`config.mk`:
```
export PLATFORM = sky130hd
export DESIGN_NAME = i2c_target_byte_rx
export DESIGN_NICKNAME = d
export VERILOG_FILES = /design/src/rtl/i2c_target_byte_rx.sv
export SDC_FILE = /design/constraint.sdc
export NUM_CORES = 1
export LEC_CHECK = 0
export ABC_CLOCK_PERIOD_IN_PS = 1350
export CORE_UTILIZATION = 45
export CTS_BUF_LIST = sky130_fd_sc_hd__clkbuf_4
export DETAILED_ROUTE_END_ITERATION = 7
export PLACE_DENSITY = 0.81
export RECOVER_POWER = 25
export SYNTH_ARGS = -nofsm -noshare
export SYNTH_HDL_FRONTEND = slang
export SYNTH_SLANG_ARGS = --single-unit
```
`constraint.sdc`:
```
create_clock -name clk -period 1.35 [get_ports clk]
set_input_delay 0.135 -clock clk [delete_from_list [all_inputs] [get_ports clk]]
set_output_delay 0.135 -clock clk [all_outputs]
set_load 0.01 [all_outputs]
```
`src/rtl/i2c_target_byte_rx.sv`:
```
// ---------------------------------------------------------------------------
// i2c_target_byte_rx
//   Write-only I2C target byte receiver. It oversamples SDA/SCL on the system
//   clock, detects START/STOP, matches a 7-bit write address, ACKs accepted
//   bytes and posts each data byte to a downstream consumer through a
//   valid/ready holding register. No clock stretching: a byte that arrives
//   while the holding register is still full is NACKed and dropped.
//
//   Optional build macro: I2C_GLITCH_FILTER_EN
//     defined   -> 3-sample majority filter after each synchronizer
//                  (1-clk pulses rejected, +2 clk latency)
//     undefined -> synchronizer output feeds edge detection directly
//
// Ports
//   clk       in   system clock, rising edge
//   rst_n     in   synchronous active-low reset
//   sda_i     in   SDA pin level (asynchronous)
//   scl_i     in   SCL pin level (asynchronous)
//   sda_oe    out  1 = pull SDA low (ACK)
//   rx_data   out  received data byte
//   rx_valid  out  rx_data holds an unconsumed byte
//   rx_ready  in   consumer accepts (transfer on rx_valid & rx_ready)
//   rx_first  out  rx_data is the first byte after an address match
//   busy      out  addressed and inside a write transaction
//   overrun   out  one-cycle pulse: byte dropped, holding register full
// ---------------------------------------------------------------------------
module i2c_target_byte_rx #(
    parameter logic [6:0] ADDR        = 7'h2A,
    parameter int         SYNC_STAGES = 2
) (
    input  logic       clk,
    input  logic       rst_n,
    input  logic       sda_i,
    input  logic       scl_i,
    output logic       sda_oe,
    output logic [7:0] rx_data,
    output logic       rx_valid,
    input  logic       rx_ready,
    output logic       rx_first,
    output logic       busy,
    output logic       overrun
);

    typedef enum logic [2:0] {
        S_IDLE     = 3'd0,
        S_ADDR     = 3'd1,
        S_ADDR_ACK = 3'd2,
        S_DATA     = 3'd3,
        S_DATA_ACK = 3'd4,
        S_IGNORE   = 3'd5
    } state_t;

    state_t                 r_state;
    state_t                 w_state_nxt;

    logic [SYNC_STAGES-1:0] r_sda_sync;
    logic [SYNC_STAGES-1:0] r_scl_sync;
    logic                   w_sda;
    logic                   w_scl;
    logic                   r_sda_d;
    logic                   r_scl_d;

    logic                   w_start;
    logic                   w_stop;
    logic                   w_scl_rise;
    logic                   w_scl_fall;
    logic                   w_last_bit;
    logic [7:0]             w_byte;
    logic                   w_addr_match;
    logic                   w_hold_free;

    logic [2:0]             r_bit_cnt;
    logic [6:0]             r_shift;
    logic                   r_ack;
    logic                   r_ack_phase;
    logic [7:0]             r_rx_data;
    logic                   r_rx_valid;
    logic                   r_rx_first;
    logic                   r_first_pending;
    logic                   r_overrun;

    logic                   w_sda_oe;
    logic                   w_busy;

    // Synchronizers reset to the idle bus level so reset release never
    // fabricates an edge.
    always_ff @(posedge clk) begin
        if (!rst_n) begin
            r_sda_sync <= '1;
            r_scl_sync <= '1;
        end else begin
            r_sda_sync <= {r_sda_sync[SYNC_STAGES-2:0], sda_i};
            r_scl_sync <= {r_scl_sync[SYNC_STAGES-2:0], scl_i};
        end
    end

`ifdef I2C_GLITCH_FILTER_EN
    logic [2:0] r_sda_flt;
    logic [2:0] r_scl_flt;

    function automatic logic maj3(input logic [2:0] v);
        return (v[0] & v[1]) | (v[0] & v[2]) | (v[1] & v[2]);
    endfunction

    always_ff @(posedge clk) begin
        if (!rst_n) begin
            r_sda_flt <= 3'b111;
            r_scl_flt <= 3'b111;
        end else begin
            r_sda_flt <= {r_sda_flt[1:0], r_sda_sync[SYNC_STAGES-1]};
            r_scl_flt <= {r_scl_flt[1:0], r_scl_sync[SYNC_STAGES-1]};
        end
    end

    assign w_sda = maj3(r_sda_flt);
    assign w_scl = maj3(r_scl_flt);
`else
    assign w_sda = r_sda_sync[SYNC_STAGES-1];
    assign w_scl = r_scl_sync[SYNC_STAGES-1];
`endif

    always_ff @(posedge clk) begin
        if (!rst_n) begin
            r_sda_d <= 1'b1;
            r_scl_d <= 1'b1;
        end else begin
            r_sda_d <= w_sda;
            r_scl_d <= w_scl;
        end
    end

    // SCL must be high on both samples so an SDA change right at an SCL
    // edge is never taken for START/STOP.
    assign w_start    = r_sda_d & ~w_sda & w_scl & r_scl_d;
    assign w_stop     = ~r_sda_d & w_sda & w_scl & r_scl_d;
    assign w_scl_rise = ~r_scl_d & w_scl;
    assign w_scl_fall = r_scl_d & ~w_scl;

    // The 8th bit is taken live from the line so the byte is acted on in
    // the same cycle its last SCL rise is seen.
    assign w_last_bit   = w_scl_rise && (r_bit_cnt == 3'd7);
    assign w_byte       = {r_shift, w_sda};
    assign w_addr_match = (w_byte == {ADDR, 1'b0});
    assign w_hold_free  = ~r_rx_valid | rx_ready;

    // ---------------- FSM: state register ----------------
    always_ff @(posedge clk) begin
        if (!rst_n) r_state <= S_IDLE;
        else        r_state <= w_state_nxt;
    end

    // ---------------- FSM: next state ----------------
    always_comb begin
        w_state_nxt = r_state;
        if (w_stop) begin
            w_state_nxt = S_IDLE;
        end else if (w_start) begin
            w_state_nxt = S_ADDR;
        end else begin
            case (r_state)
                S_ADDR: begin
                    if (w_last_bit) w_state_nxt = w_addr_match ? S_ADDR_ACK : S_IGNORE;
                end
                S_DATA: begin
                    if (w_last_bit) w_state_nxt = S_DATA_ACK;
                end
                S_ADDR_ACK, S_DATA_ACK: begin
                    if (w_scl_fall && r_ack_phase) w_state_nxt = S_DATA;
                end
                default: w_state_nxt = r_state;
            endcase
        end
    end

    // ---------------- FSM: outputs ----------------
    // The ACK window opens at the first SCL fall after the byte and closes
    // at the next fall (r_ack_phase marks the window).
    always_comb begin
        w_sda_oe = 1'b0;
        w_busy   = 1'b0;
        case (r_state)
            S_ADDR_ACK, S_DATA_ACK: begin
                w_busy   = 1'b1;
                w_sda_oe = r_ack & r_ack_phase;
            end
            S_DATA:  w_busy = 1'b1;
            default: begin
                w_busy   = 1'b0;
                w_sda_oe = 1'b0;
            end
        endcase
    end

    // Shift/count, ACK decision and holding register.
    always_ff @(posedge clk) begin
        if (!rst_n) begin
            r_bit_cnt       <= 3'd0;
            r_shift         <= 7'd0;
            r_ack           <= 1'b0;
            r_ack_phase     <= 1'b0;
            r_rx_data       <= 8'd0;
            r_rx_valid      <= 1'b0;
            r_rx_first      <= 1'b0;
            r_first_pending <= 1'b0;
            r_overrun       <= 1'b0;
        end else begin
            r_overrun <= 1'b0;
            if (r_rx_valid && rx_ready) r_rx_valid <= 1'b0;

            if (w_start || w_stop) begin
                r_bit_cnt   <= 3'd0;
                r_ack       <= 1'b0;
                r_ack_phase <= 1'b0;
            end else begin
                case (r_state)
                    S_ADDR, S_DATA: begin
                        if (w_scl_rise) begin
                            r_shift   <= {r_shift[5:0], w_sda};
                            r_bit_cnt <= r_bit_cnt + 3'd1;
                        end
                        if (w_last_bit) begin
                            r_ack_phase <= 1'b0;
                            if (r_state == S_ADDR) begin
                                r_ack <= w_addr_match;
                                if (w_addr_match) r_first_pending <= 1'b1;
                            end else if (w_hold_free) begin
                                r_rx_data       <= w_byte;
                                r_rx_valid      <= 1'b1;
                                r_rx_first      <= r_first_pending;
                                r_first_pending <= 1'b0;
                                r_ack           <= 1'b1;
                            end else begin
                                r_ack     <= 1'b0;
                                r_overrun <= 1'b1;
                            end
                        end
                    end
                    S_ADDR_ACK, S_DATA_ACK: begin
                        if (w_scl_fall) r_ack_phase <= ~r_ack_phase;
                    end
                    default: r_bit_cnt <= r_bit_cnt;
                endcase
            end
        end
    end

    // SDA is released combinationally while reset is asserted.
    assign sda_oe   = w_sda_oe & rst_n;
    assign busy     = w_busy;
    assign rx_data  = r_rx_data;
    assign rx_valid = r_rx_valid;
    assign rx_first = r_rx_first;
    assign overrun  = r_overrun;

endmodule
```
==> results of run 1 <==
-- area by class of cell --
type | instances | share of cell area [%]
Clock inverter | 2 | 1.72
Clock buffer | 6 | 2.30
Timing Repair Buffer | 46 | 20.1
Sequential cell | 33 | 34.7
Tap cell | 31 | 1.98
Multi-Input combinational cell | 101 | 38.4
Inverter | 4 | 0.766
-- worst max-delay path by stage --
stage	depth (start not counted)	slack, ns	end
finish	5	-0.08	rx_first
global route	4	-0.14	r_state[0]
CTS	4	-0.04	r_state[0]
detailed placement	4	-0.17	sda_oe
global placement	4	-0.17	sda_oe
floorplan	4	-0.02	r_state[0]
-- worst register-to-register path, delay by kind of cell (launching register included) --
family,cells,cell delay [ns]
and+or+nand+nor,3,0.60
buffers and inverters,1,0.20
muxes,1,0.14
DFF,1,0.39
-- cell usage after synthesis, types with 2 or more instances --
library cell / number / area, µm²
dfxtp_1: 33 / 661
nor3_1: 4 / 20.0
and4bb_2: 2 / 25.0
clkbuf_1: 3 / 11.3
ha_1: 2 / 25.0
nand2_1: 24 / 90.1
xnor2_1: 3 / 26.3
nor2_1: 12 / 45.0
nand4_1: 3 / 18.8
a21oi_1: 16 / 80.1
mux2i_1: 9 / 90.1
inv_1: 3 / 11.3
nand2b_1: 8 / 50.1
nand3_1: 2 / 10.0
buf_2: 3 / 15.0
-- routing by layer --
| layer | vias to the layer above | global-route usage [%] |
|---|---|---|
| met5 | - | 0 |
| met4 | 0 | 9.41 |
| met3 | 6 | 4.61 |
| met2 | 42 | 36.6 |
| met1 | 580 | 23.9 |
| li1 | 591 | - |
-- through the flow --
stage | std cells | power, mW | area (µm²) | setup WS (ns)
after global routing | 223 | 1.87 | 1960 | -0.142
after global placement | 211 | 1.09 | 1750 | -0.169
final | 223 | 1.81 | 1960 | -0.0840
after floorplan | 144 | 1.05 | 1360 | -0.0156
after detailed placement | 211 | 1.10 | 1750 | -0.174
after CTS | 221 | 1.82 | 1880 | -0.0399
-- repair_timing --
| item | CTS | global route |
|---|---|---|
| gates resized for setup | 32 | 20 |
| hold endpoints to repair | 0 | 0 |
| pin swaps | 6 | 4 |
| buffers inserted | 2 | 2 |
| hold buffers | 0 | 0 |
| setup endpoints to repair | 26 | 24 |
-- sequential cells by signal, indices dropped and copies added (netlist names), 2 cells and up --
name,count
r_shift,7
r_sda_sync,2
rx_data,8
r_bit_cnt,3
r_scl_sync,2
r_state,3
-- cell families after synthesis --
family | after synthesis | synth area share [%]
simple gates | 61 | 24.4
flops | 33 | 49.5
compound gates | 26 | 12.5
buf+inv | 10 | 3.09
mux | 9 | 6.75
xor+xnor | 3 | 1.97
fa+ha+maj | 2 | 1.87
-- power groups by stage --
stage	sequential, mW	combinational (mW)	clock (mW)
final	0.984	0.0947	0.727
after global routing	0.985	0.102	0.781
after CTS	0.984	0.0914	0.740
after detailed placement	1.01	0.0876	0
after global placement	1.01	0.0847	0
after floorplan	1.01	0.0384	0
==> impl_metrics.env, run 1 <==
export IMPL_synth_warning_count=0
export IMPL_die_w_um=56.5
export IMPL_grtUsageTotal_pct=20.9
export IMPL_viasPerCell=5.47
export IMPL_clk_pin_slew_worst_paths_ns=0.09
export IMPL_fmax_mhz=697
export IMPL_synth_nets=151
export IMPL_hold_class="primary input to register"
export IMPL_setup_viol=10
export IMPL_critPathKind="register to register"
export IMPL_dr_first_iter_drc_count=50
export IMPL_wl_met3_um=163
export IMPL_violations="negative setup slack"
export IMPL_io_buffers=17
export IMPL_path_cells="and4bb_4, nand4_1, buf_12, mux2i_1, nor2_1"
export IMPL_dp_hpwl_um=2120
export IMPL_vias=1219
export IMPL_firstDrtPassIters=4
export IMPL_finalClockSkew_ns=0.0176
export IMPL_fin_crit_sh_pct=106
export IMPL_synth_cell_type_count=32
export IMPL_drc=0
export IMPL_cp_arrival_ns=1.65
export IMPL_syn_area_mm2=0.00134
export IMPL_synth_seq_area_share_pct=49.5
export IMPL_cts_tree="done"
export IMPL_p_sw_mw=0.374
export IMPL_worstPathRequired_ns=1.57
export IMPL_io_pins=18
export IMPL_cts_sinks=33
export IMPL_syn_to_final_growth_pct=46.8
export IMPL_r2r_start="r_state[2]"
export IMPL_seq_area_um2=679
export IMPL_n_antenna_cell=0
export IMPL_finalWorstSetupSlack_ns=-0.0840
export IMPL_clockPowerShare_pct=40.3
export IMPL_synth_main_ff_cell="dfxtp_1"
export IMPL_worstPathMaxFanout=10
export IMPL_slowest_delay_ns=0.39
export IMPL_powerDensity_mw_per_mm2=922
export IMPL_wirelength_met1_um=1340
export IMPL_p_seq_share_pct=54.5
export IMPL_grt_pass1_wl_um=5170
export IMPL_syn_mean_instance_area_um2=9.27
export IMPL_fp_dieH_um=56.5
export IMPL_whs_ns=0.371
export IMPL_min_delay_start="scl_i"
export IMPL_max_vdd_ir_drop_mv=1.11
export IMPL_final_layout_size_suffix_gt1_share_pct=36.5
export IMPL_p_int_mw=1.43
export IMPL_finalSetupTns_ns=-0.581
export IMPL_grt_max_degree=19
export IMPL_grt_overflow=0
export IMPL_antenna_found_initial=0
export IMPL_ff2ff_path_depth=5
export IMPL_p_comb_share_pct=5.2
export IMPL_routed_top_layer="met4"
export IMPL_maxCapViolations=0
export IMPL_p_leak_nw=0.908
export IMPL_core_area_mm2=0.00278
export IMPL_r2r_slack_ns=-0.08
export IMPL_async_reset_ff_share_pct=0
export IMPL_grt_pass1_vias=1180
export IMPL_rows=19
export IMPL_initial_core_util_pct=48.0
export IMPL_ant_nets=0
export IMPL_wl_um=3240
export IMPL_mostFrequentLayoutCells="26 x buf_4, 24 x dfxtp_1, 22 x nand2_1"
export IMPL_utilization_pct=70.4
export IMPL_crit_path_start_kind="register"
export IMPL_tightest_slew_ns=0.410
export IMPL_layout_commonest_cell="buf_4"
export IMPL_holdPathEnd="r_scl_sync[0]"
export IMPL_maxSlewViolCount=0
export IMPL_clock_latency_ns=0.33
export IMPL_rr_endpoint="rx_first"
export IMPL_place_congestion=0.884
export IMPL_synth_edf_count=0
export IMPL_cts_root_buf="clkbuf_4"
export IMPL_p_sw_share_pct=20.7
export IMPL_fillers=195
export IMPL_finalHoldViolCount=0
export IMPL_netlist_instances=144
export IMPL_wl_per_cell_um=14.5
export IMPL_crit_slowest_cell="dfxtp_4"
export IMPL_rsz0062_at_grt="yes"
export IMPL_min_period_ns=1.43
export IMPL_cts_buffers=5
export IMPL_path_buf_inv=1
export IMPL_h_tree_depth=2
export IMPL_multi_input_area_um2=753
export IMPL_relSlewSlack_pct=72.3
export IMPL_synth_seq_cells=33
export IMPL_crit_family="simple AND/OR/NAND/NOR gates"
export IMPL_holdPathStages=2
export IMPL_outcome="finished, violations left"
export IMPL_end_kind="register"
export IMPL_dieArea_mm2=0.00319
export IMPL_cp_startpoint="r_state[2]"
export IMPL_nets=198
export IMPL_met2_length_um=1680
export IMPL_cts_buffer_depth=2
Note: power is estimated with default switching activity, not from simulation.
==> run 2, diff against run 1 <==
Settings changed: SETUP_SLACK_MARGIN from default to 0.2.
==> run 2 against run 1 <==
  * The flow still finishes with violations (negative setup slack)
  * Setup slack worse by 0.026 ns
  * Clock power fell by 25%
  * Sequential cell count unchanged
  * Cell count increased by 6.7%
  * Design area up 12%
  * Register-to-register slack got worse by 0.03 ns
  * Clock-buffer cell count fell by 1
  * Sequential share of layout area down 3.5 points
  * Critical path type unchanged
  * Critical endpoint is now rx_data[0]
==> impl_metrics.env, run 2 (synthesis results as in run 1) <==
export IMPL_die_w_um=56.5
export IMPL_cts_root_buf="clkbuf_4"
export IMPL_finalNonFillerCells=238
export IMPL_grt_pass1_vias=1333
export IMPL_core_area_mm2=0.00278
export IMPL_rr_endpoint="rx_data[0]"
export IMPL_cts_buffers=5
export IMPL_wl_um=3870
export IMPL_crit_path_start_kind="register"
export IMPL_whs_ns=0.365
export IMPL_powerDensity_mw_per_mm2=746
export IMPL_cts_tree="done"
export IMPL_finalClockSkew_ns=0.00339
export IMPL_slowest_delay_ns=0.39
export IMPL_maxCapViolations=0
export IMPL_h_tree_depth=2
export IMPL_dr_first_iter_drc_count=32
export IMPL_max_vdd_ir_drop_mv=1.18
export IMPL_rsz0062_at_grt="yes"
export IMPL_nets=213
export IMPL_fin_crit_sh_pct=108
export IMPL_clock_latency_ns=0.34
export IMPL_largest_reg_flops=8
export IMPL_io_pins=18
export IMPL_seq_area_um2=683
export IMPL_wl_met3_um=140
export IMPL_dp_slack_ns=-0.179
export IMPL_tightest_slew_ns=0.370
export IMPL_routed_top_layer="met4"
export IMPL_ant_nets=0
export IMPL_setup_viol=25
export IMPL_n_antenna_cell=0
export IMPL_dp_hpwl_um=2260
export IMPL_relSlewSlack_pct=75.3
export IMPL_p_leak_nw=0.950
export IMPL_cts_sinks=33
export IMPL_numPlacedInstances=214
export IMPL_finalHoldViolCount=0
export IMPL_cp_startpoint="r_state[2]"
export IMPL_fp_dieH_um=56.5
export IMPL_finalWorstSetupSlack_ns=-0.110
export IMPL_ff2ff_path_depth=5
export IMPL_outcome="finished, violations left"
export IMPL_cp_arrival_ns=1.70
export IMPL_crit_path_end="rx_data[0]"
export IMPL_firstDrtPassIters=5
export IMPL_end_kind="register"
export IMPL_wl_per_cell_um=16.2
export IMPL_grt_max_degree=19
export IMPL_viasPerCell=5.46
export IMPL_dieArea_mm2=0.00319
export IMPL_final_layout_size_suffix_gt1_share_pct=49.8
export IMPL_worstPathRequired_ns=1.59
export IMPL_io_buffers=17
export IMPL_utilization_pct=78.7
export IMPL_grt_overflow=0
export IMPL_maxSlewViolCount=0
export IMPL_antenna_found_initial=0
export IMPL_finalSetupTns_ns=-1.12
export IMPL_r2r_start="r_state[2]"
export IMPL_min_period_ns=1.46
export IMPL_crit_slowest_cell="dfxtp_4"
export IMPL_wirelength_met1_um=1580
export IMPL_r2r_slack_ns=-0.11
export IMPL_layout_commonest_cell="buf_4"
export IMPL_initial_core_util_pct=48.0
export IMPL_critPathKind="register to register"
export IMPL_grtUsageTotal_pct=24.4
export IMPL_mostFrequentLayoutCells="25 x buf_4, 21 x dfxtp_1, 15 x nand2_1"
export IMPL_hold_class="primary input to register"
export IMPL_rows=19
export IMPL_clk_pin_slew_worst_paths_ns=0.10
export IMPL_fmax_mhz=685
export IMPL_grt_pass1_wl_um=5850
export IMPL_vias=1300
export IMPL_worstPathMaxFanout=10
export IMPL_multi_input_area_um2=838
export IMPL_cts_buffer_depth=2
export IMPL_met2_length_um=2000
export IMPL_syn_to_final_growth_pct=64.0
export IMPL_violations="negative setup slack"
export IMPL_place_congestion=0.833
export IMPL_drc=0
export IMPL_fillers=169
export IMPL_path_cells="and4bb_4, nand4_1, buf_12, mux2i_1, nor2_1"
-- run 2: changes by cell type in the layout (fill, tap and decap cells not counted), moves of 2 or more --
cell	previous run	this run
inv_4	0	2
dfxtp_1	24	21
nor3_1	3	1
a21oi_2	5	9
clkinv_2	0	2
nand2_1	22	15
dfxtp_2	6	9
buf_6	0	14
nand2_2	0	6
clkdlybuf4s15_1	0	2
a21oi_1	11	7
dlymetal6s2s_1	2	0
-- run 2: what timing repair did --
item,in CTS,in global routing
pin swaps,15,10
hold buffers,0,0
setup buffers,9,5
setup endpoints to repair,40,31
gates resized for setup,55,33
gates cloned,1,1
-- run 2: worst min path at each step --
stage | end | depth (start not counted) | slack, ns | startpoint
after floorplan | r_scl_sync[0] | 1 | 0.24 | scl_i
after global placement | r_scl_sync[1] | 1 | 0.39 | r_scl_sync[0]
after detailed placement | r_sda_sync[1] | 1 | 0.40 | r_sda_sync[0]
after CTS | r_sda_sync[0] | 2 | 0.36 | sda_i
after global routing | r_sda_sync[0] | 2 | 0.37 | sda_i
final | r_sda_sync[0] | 2 | 0.37 | sda_i
-- run 2: cell type report --
cell class | count | share of cell area, %
multi-input combinational | 101 | 38.3
sequential | 33 | 31.2
timing repair buffer | 61 | 25.5
tap | 31 | 1.77
clock buffer | 5 | 1.71
inverter | 4 | 0.800
clock inverter | 3 | 0.743
-- run 2: metrics by stage --
| stage | instance area, µm² | power (mW) |
|---|---|---|
| 3_5_place_dp | 1800 | 1.10 |
| 6_report | 2190 | 1.63 |
| 5_1_grt | 2190 | 1.69 |
| 4_1_cts | 2030 | 1.64 |
| 3_3_place_gp | 1800 | 1.10 |
| 2_1_floorplan | 1410 | 1.05 |
-- run 2: critical path, delay by kind of cell (launching register included) --
kind,cells,cell delay [ns]
buffers and inverters,1,0.20
DFF,1,0.39
muxes,1,0.18
and+or+nand+nor,3,0.59
-- run 2: metal layers --
layer,global-route usage [%],vias to the layer above
met3,7.37,15
li1,-,627
met1,26.3,630
met4,13.2,0
met5,0,-
met2,42.4,28
-- run 2: power breakdown --
part,internal [mW],switching (mW)
Sequential,0.977,0.0100
Combinational,0.0549,0.0491
Clock,0.198,0.345
==> run 3, diff against run 2 <==
Settings changed: RECOVER_POWER 25 to default, SKIP_LAST_GASP from default to 1.
==> run 3 against run 2 <==
  * The run still ends with negative setup slack left
  * Sequential share of layout area decreased by 0.071 points
  * Largest cell class unchanged
  * Global-route usage is essentially flat
  * Highest routed layer unchanged
  * Hold slack improved by 0.0035 ns
  * Maximum frequency fell by 4.4%
  * Core utilization grew 0.18 points
  * Via count increased by 2.3%
  * Die area unchanged
==> impl_metrics.env, run 3 (synthesis results as in run 1) <==
export IMPL_viasPerCell=5.61
export IMPL_maxSlewViolCount=0
export IMPL_violations="negative setup slack"
export IMPL_outcome="finished, violations left"
export IMPL_fp_dieH_um=56.5
export IMPL_critPathKind="register to register"
export IMPL_worstPathMaxFanout=10
export IMPL_initial_core_util_pct=48.0
export IMPL_final_layout_size_suffix_gt1_share_pct=51.5
export IMPL_cts_buffer_depth=2
export IMPL_dp_slack_ns=-0.179
export IMPL_min_period_ns=1.53
export IMPL_nets=212
export IMPL_mostFrequentLayoutCells="30 x buf_4, 21 x dfxtp_1, 12 x nor2_1, 12 x nand2_1"
export IMPL_dp_hpwl_um=2260
export IMPL_relSlewSlack_pct=76.7
export IMPL_dieArea_mm2=0.00319
export IMPL_grt_overflow=0
export IMPL_n_antenna_cell=0
export IMPL_cp_arrival_ns=1.76
export IMPL_powerDensity_mw_per_mm2=748
export IMPL_core_area_mm2=0.00278
export IMPL_whs_ns=0.369
export IMPL_dr_first_iter_drc_count=39
export IMPL_clk_pin_slew_worst_paths_ns=0.10
export IMPL_layout_commonest_cell="buf_4"
export IMPL_finalWorstSetupSlack_ns=-0.177
export IMPL_grt_pass1_vias=1324
export IMPL_maxCapViolations=0
export IMPL_cts_buffers=5
export IMPL_ant_nets=0
export IMPL_fin_crit_sh_pct=113
export IMPL_largest_reg_flops=8
export IMPL_grtUsageTotal_pct=24.4
export IMPL_drc=0
export IMPL_clock_latency_ns=0.34
export IMPL_syn_to_final_growth_pct=64.4
export IMPL_max_vdd_ir_drop_mv=1.02
export IMPL_vias=1330
export IMPL_h_tree_depth=2
export IMPL_fillers=184
export IMPL_antenna_found_initial=0
export IMPL_cts_hold_buffers=0
export IMPL_setup_viol=18
export IMPL_cts_tree="done"
export IMPL_hold_class="primary input to register"
export IMPL_rsz0062_at_grt="yes"
export IMPL_end_kind="register"
export IMPL_io_pins=18
export IMPL_finalHoldViolCount=0
export IMPL_grt_max_degree=19
export IMPL_p_leak_nw=1.04
export IMPL_wl_per_cell_um=17.8
export IMPL_rows=19
export IMPL_finalClockSkew_ns=0.00475
export IMPL_tightest_slew_ns=0.347
export IMPL_cts_root_buf="clkbuf_4"
export IMPL_die_w_um=56.5
export IMPL_place_congestion=0.833
export IMPL_firstDrtPassIters=4
export IMPL_io_buffers=17
export IMPL_cts_sinks=33
export IMPL_wl_um=4220
export IMPL_crit_path_start_kind="register"
export IMPL_worstPathRequired_ns=1.59
export IMPL_fmax_mhz=655
export IMPL_grt_pass1_wl_um=5850
## run 3: changes by cell type in the layout (fill, tap and decap cells not counted), sizes merged
cell	delta
clkbuf	-1
dlygate4sd3	-1
clkdlybuf4s50	+1
## run 3: routing by layer
layer	vias up	share of wire (%)	global-route usage, %	routed length [µm]
met1	658	39	26.4	1630
met3	15	3.5	7.37	146
met2	33	54	41.8	2280
met5	-	0	0	0
li1	624	-	-	-
met4	0	3.9	13.6	164
## run 3: per-stage QoR
step	power [mW]	TNS [ns]	std cells	utilization [%]	instance area (µm²)
finish	1.64	-1.15	237	78.9	2190
floorplan	1.05	0	144	-	1410
detailed placement	1.10	-1.70	214	64.9	1800
global placement	1.10	-0.923	214	64.9	1800
CTS	1.63	-0.374	232	72.2	2010
global route	1.69	-2.21	237	78.9	2190
## run 3: path summary, 6_finish.rpt
check | start | end | slack (ns) | cells after the start
max | r_state[2] | rx_data[3] | -0.18 | 5
min reg2reg | r_sda_sync[0] | r_sda_sync[1] | 0.43 | 1
max reg2reg | r_state[2] | rx_data[3] | -0.18 | 5
min | sda_i | r_sda_sync[0] | 0.37 | 2
## run 3: critical path, cell delays in order, from the launching register on
cell and delay, ns:
dfxtp_4 0.39, and4bb_4 0.36, nand4_1 0.17, buf_12 0.20
mux2i_1 0.21, nor2_1 0.09
## run 3: cell type report
| class | count | area, µm² | share of cell area, % |
|---|---|---|---|
| inverter | 4 | 17.5 | 0.798 |
| clock inverter | 3 | 16.3 | 0.741 |
| multi-input combinational | 101 | 862 | 39.3 |
| timing repair buffer | 60 | 539 | 24.6 |
| clock buffer | 5 | 37.5 | 1.71 |
| sequential | 33 | 683 | 31.1 |
| tap | 31 | 38.8 | 1.77 |
## run 3: timing repair
action                     CTS  global route
gates cloned                 1             1
buffers inserted             9             4
pin swaps                   13            22
setup endpoints to repair   40            31
resized for setup           50            40
## run 3: where the power goes
group / internal, mW / total [mW] / switching (mW)
Combinational: 0.0561 / 0.107 / 0.0505
Sequential: 0.977 / 0.988 / 0.0110
Clock: 0.198 / 0.546 / 0.348
